[config.mk]
export PLATFORM = sky130hd
export DESIGN_NAME = kyber_modmul_arb
export DESIGN_NICKNAME = d
export VERILOG_FILES = /design/src/rtl/kyber_pkg.sv /design/src/rtl/kyber_modmul_arb_rr_arb2.sv /design/src/rtl/kyber_modmul_arb.sv
export SDC_FILE = /design/constraint.sdc
export NUM_CORES = 1
export LEC_CHECK = 0
export ABC_AREA = 1
export CAP_MARGIN = 10
export CORE_MARGIN = 10
export CORE_UTILIZATION = 60
export DETAILED_ROUTE_END_ITERATION = 10
export HOLD_SLACK_MARGIN = 0.06
export PLACE_DENSITY = 0.86
export SETUP_SLACK_MARGIN = 0.5
export SYNTH_ARGS = -nofsm -noshare
export SYNTH_HDL_FRONTEND = slang
export SYNTH_SLANG_ARGS = --single-unit
[constraint.sdc]
create_clock -name clk -period 17.65 [get_ports clk]
set_input_delay 1.765 -clock clk [delete_from_list [all_inputs] [get_ports clk]]
set_output_delay 1.765 -clock clk [all_outputs]
set_load 0.01 [all_outputs]
[src/rtl/kyber_pkg.sv]
// rtl/kyber_pkg.sv - shared constants and types for the Kyber modular multiplier
package kyber_pkg;

  localparam logic [11:0] KYBER_Q = 12'd3329;
  localparam logic [12:0] BAR_M   = 13'd5039;
  localparam int          BAR_K   = 24;
  localparam int          CNT_W   = 16;

  typedef logic [11:0] coef_t;
  typedef logic [23:0] prod_t;

  typedef struct packed {
    logic  valid;
    logic  id;
    prod_t payload;
  } mm_stage_t;

endpackage

[src/rtl/kyber_modmul_arb_rr_arb2.sv]
// rtl/kyber_modmul_arb_rr_arb2.sv - two-way round-robin arbiter with advance enable
module rr_arb2 (
  input  logic       clk,
  input  logic       rst_n,
  input  logic [1:0] req,
  input  logic       en,
  output logic [1:0] gnt
);

  logic ptr;

  // Grant the lone requester, or the pointer's choice when both ask; nothing while held or in reset.
  always_comb begin
    gnt = 2'b00;
    if (en && rst_n) begin
      case (req)
        2'b01:   gnt = 2'b01;
        2'b10:   gnt = 2'b10;
        2'b11:   gnt = ptr ? 2'b10 : 2'b01;
        default: gnt = 2'b00;
      endcase
    end
  end

  // After any grant the pointer moves to the requester that was not served.
  always_ff @(posedge clk or negedge rst_n) begin
    if (!rst_n) begin
      ptr <= 1'b0;
    end else if (|gnt) begin
      ptr <= gnt[0];
    end
  end

endmodule

[src/rtl/kyber_modmul_arb.sv]
// rtl/kyber_modmul_arb.sv - arbitrated two-stage (a*b) mod 3329 Barrett multiplier
module kyber_modmul_arb
  import kyber_pkg::*;
(
  input  logic                 clk,
  input  logic                 rst_n,
  input  logic [1:0]           req_valid,
  output logic [1:0]           req_ready,
  input  logic [23:0]          req_a,
  input  logic [23:0]          req_b,
  output logic                 rsp_valid,
  input  logic                 rsp_ready,
  output logic                 rsp_id,
  output logic [11:0]          rsp_data,
  output logic [2*CNT_W-1:0]   done_cnt,
  output logic                 busy
);

  mm_stage_t        s1;
  mm_stage_t        s2;
  logic             adv;
  logic [1:0]       gnt;
  coef_t            a_sel;
  coef_t            b_sel;
  prod_t            prod;
  logic [36:0]      pm;
  logic [12:0]      qhat;
  logic [24:0]      qq;
  logic [13:0]      r0;
  logic [13:0]      r1;
  logic [13:0]      r2;
  logic [CNT_W-1:0] cnt0;
  logic [CNT_W-1:0] cnt1;

  assign adv = !s2.valid || rsp_ready;

  rr_arb2 u_arb (
    .clk   (clk),
    .rst_n (rst_n),
    .req   (req_valid),
    .en    (adv),
    .gnt   (gnt)
  );

  assign req_ready = gnt;

  // Operand mux and full 24-bit product for the granted requester.
  always_comb begin
    a_sel = gnt[1] ? req_a[23:12] : req_a[11:0];
    b_sel = gnt[1] ? req_b[23:12] : req_b[11:0];
    prod  = 24'(a_sel) * 24'(b_sel);
  end

  // Barrett reduction of the S1 product; 37-bit intermediate and 13-bit quotient keep it exact up to 4095*4095.
  always_comb begin
    pm   = 37'(s1.payload) * 37'(BAR_M);
    qhat = pm[36:BAR_K];
    qq   = 25'(qhat) * 25'(KYBER_Q);
    r0   = s1.payload[13:0] - qq[13:0];
    r1   = (r0 >= 14'(KYBER_Q)) ? r0 - 14'(KYBER_Q) : r0;
    r2   = (r1 >= 14'(KYBER_Q)) ? r1 - 14'(KYBER_Q) : r1;
  end

  // Both stages move together on advance; payloads only load on real entries so bubbles never carry stray operands.
  always_ff @(posedge clk or negedge rst_n) begin
    if (!rst_n) begin
      s1 <= '0;
      s2 <= '0;
    end else if (adv) begin
      s1.valid <= |gnt;
      s1.id    <= gnt[1];
      if (|gnt) begin
        s1.payload <= prod;
      end
      s2.valid <= s1.valid;
      s2.id    <= s1.id;
      if (s1.valid) begin
        s2.payload <= {12'd0, r2[11:0]};
      end
    end
  end

  // Per-requester completion counters, bumped on each retired response.
  always_ff @(posedge clk or negedge rst_n) begin
    if (!rst_n) begin
      cnt0 <= '0;
      cnt1 <= '0;
    end else if (s2.valid && rsp_ready) begin
      if (s2.id) begin
        cnt1 <= cnt1 + 1'b1;
      end else begin
        cnt0 <= cnt0 + 1'b1;
      end
    end
  end

  assign rsp_valid = s2.valid;
  assign rsp_id    = s2.id;
  assign rsp_data  = s2.payload[11:0];
  assign done_cnt  = {cnt1, cnt0};
  assign busy      = s1.valid | s2.valid;

endmodule
==> summary.md <==
| Metric | Value |
|---|---|
| Post-route ant nets | 0 |
| Worst path slowest cell | o21ai_1 |
| Area share of and/or/nand/nor cells after synthesis | 0.191 |
| Clock period minus worst slack | 10590 ps |
| CP arrival | ~11000 ps |
| Hold Fails Final Rpt | 0 |
| Initial antenna violation count | 0 |
| HP Class | reg -> reg |
| Prevailing post-synth register cell | dfrtp_1 |
| Clock transition at path regs | 70 ps |
| Vias in the first global route | ~13000 |
| Syn Area/Cell | ~8 sq um |
| H-tree depth | 3 |
| Initial drt markers | 733 |
| Met2 Usage GRT | 0.404 |
| DPL Wire Length | 32.7 mm |
| Overall global routing resource usage | 0.232 |
| Fin nets | 2608 |
| Hold path start | cnt0[15] |
| Routability-driven placement congestion ratio | 0.968 |
| Row cnt | between 50 and 60 |
| Cell repeated most along the worst path | nand2_1 |
| Fin cells | approximately 2400 |
| First-pass GRT wire length | 64.5 mm |
| Asr flop ratio synth | 1.00 |
| GR Util met3 | 0.0271 |
| Starting Density | 0.613 |
| Synthesized area | 16000 sq um |
| WS Path Type | in -> reg |
| Post-cts sizing count | 0 |
| Reg2Reg Launch Point | s1[22] |
| Layout area overhead | 10.5% |
| Clk_skew | 7.53 ps |
| Top cell type's share of synthesized area | 0.294 |
| CTS sink count | between 70 and 80 |
| Num CTS Buffers | 9 |
| Endpoints failing setup | 0 |
| Max-Cap Viols | 0 |
| Post-synth EDFFs | 0 |
| CP startpoint | rsp_ready |
| Largest stage delay, worst path | 1160 ps |
| Library cells used by synthesis | 53 |
| Synthesized-area fraction occupied by adder cells | 0.473 |
| Drt via density | 5.33 |
| Core area | around 26000 sq um |
| GRT busiest layer | met2 |
| Setup_tns | 0 ps |
| Yosys reg bits | 73 |
| CTS max path bufs | 2 |
| Top cells by area, synth | fa_1 (29%), ha_1 (18%), dfrtp_1 (11%) |
| Width of the die | 183 microns |
| # DRC | 0 |
| Main combinational cell family by area after synthesis | adder cells |
| Mux share of post-synthesis cell area | 0.000703 |
| RSZ-0062 raised after global routing | no |
| Period utilization | 0.600 |
| First-pass detailed-route iteration total | 5 |
| Synthesized instance count | 1989 |
| Slew HR | 0.310 |
| Routed length per instance | 15.7 microns |
| CTS Root Cell | clkbuf_16 |
| IO Count | 102 |
| Syn nets | about 2500 |
| Sequential area share after synthesis | 0.114 |
| Post-CTS Setup Inserts | 0 |
| Detailed Route WL | 38.0 mm |
| GRT Residual Overflow | 0 |
| Diode count | 0 |
| Actual slew at the worst max-slew pin | 1030 ps |
| Hold path depth | 1 |
| YS warnings | 0 |
| Clk Latency, worst-skew pair | 350 ps |
| Cell with the most instances after synthesis | inv_1 |
| Count of placed standard cells including taps | 2414 |
| Status | finished, final reports clean |
| CTS tree | built |
| Post-synth top area cell | fa_1 |
| Worst endpoint required time | around 18000 ps |
| Port bufs | approximately 100 |
| XOR/XNOR Fraction of Synth Area | 0.0492 |
| Worst Path Max Fanout | 45 |
| Largest net degree at the start of global routing | 68 |
| Share of layout cells above drive strength 1 | 0.0439 |
| Die ar. | 33600 sq um |
| Max-slew violations | 0 |
| Worst R2R Path Depth | between 50 and 60 |
| Max Clock Freq | 94.5 MHz |
| CTS Hold Bufs | 0 |
| CP endpoint kind | register |
| Die height | 183 microns |
| Compound-Gate Fraction of Synth Area | 0.0497 |
| Top cells by count, synth | inv_1 (481), nand2_1 (440), fa_1 (235) |
| CP startpoint kind | input pin |
| Vias | 12948 |
| Met1 usage | 0.298 |
[logic make-up after synthesis]
group	count (synthesis)
compound gates	139
mux	1
xor+xnor	84
fa+ha+maj	465
flops	73
simple gates	712
buf+inv	515
[state kept, by name, summed over array words and instances, names as in the netlist]
name,flops
rsp_valid,1
rsp_id,1
s1,26
cnt0,16
rsp_data,12
u_arb.ptr,1
cnt1,16
[final cells by class]
type	count	area (sq um)
fillers	2082	8430
repair buffers	108	1060
clock buffers	9	225
flip-flops and latches	73	1830
clock inverters	7	61.3
well taps	335	419
inverters	497	1870
multi-input cells	1401	12200
[per-stage QoR]
stage	worst slack, ps	instance area [sq um]	utilization	hold WS, ps
2_1_floorplan	8250	16000	-	443
3_3_place_gp	7040	17400	0.666	459
3_5_place_dp	6760	17400	0.666	468
4_1_cts	7110	17700	0.677	478
5_1_grt	6280	17700	0.677	483
6_report	7060	17700	0.677	479
[worst paths after layout]
kind,slack (ps),end
worst max-delay path,7060,s1[22]
worst min-delay path,480,cnt0[15]
worst max register to register,7220,rsp_data[5]
worst min register to register,480,cnt0[15]
max in group asynchronous,15310,s1[13]
min in group asynchronous,1230,rsp_data[3]
[routing by layer]
| layer | routed length, microns | part of all wire | up-vias |
|---|---|---|---|
| li1 | - | - | 6220 |
| met1 | 16300 | 0.43 | 6318 |
| met2 | 19200 | 0.50 | 335 |
| met3 | 1660 | 0.044 | 75 |
| met4 | 975 | 0.026 | 0 |
| met5 | 0 | 0 | - |
[worst max-delay path, delay by kind of cell]
kind | cells | cell delay, ps
buffers and inverters | 4 | 1720
adder cells (fa/ha/maj) | 6 | 2800
AO/OA/AOI/OAI | 9 | 2620
AND/OR/NAND/NOR | 14 | 1850
[cells in the final DEF (no fill, tap or decap), drive strengths merged, types with 2 or more instances in the layout]
cell type	count
a211oi	3
a21boi	2
a21o	4
a21oi	45
a31oi	4
buf	8
clkbuf	9
clkdlybuf4s50	100
clkinv	8
clkinvlp	2
dfrtp	73
fa	235
ha	230
inv	494
nand2	465
nand3	61
nand3b	5
nand4	26
nor2	129
nor3	13
nor3b	3
o21ai	70
o21bai	3
o31ai	4
or2	9
xnor2	31
xor2	53
Power is left out: the tool's default activity adds up to more than one toggle a clock period on the data nets, which glitch-free logic cannot reach.
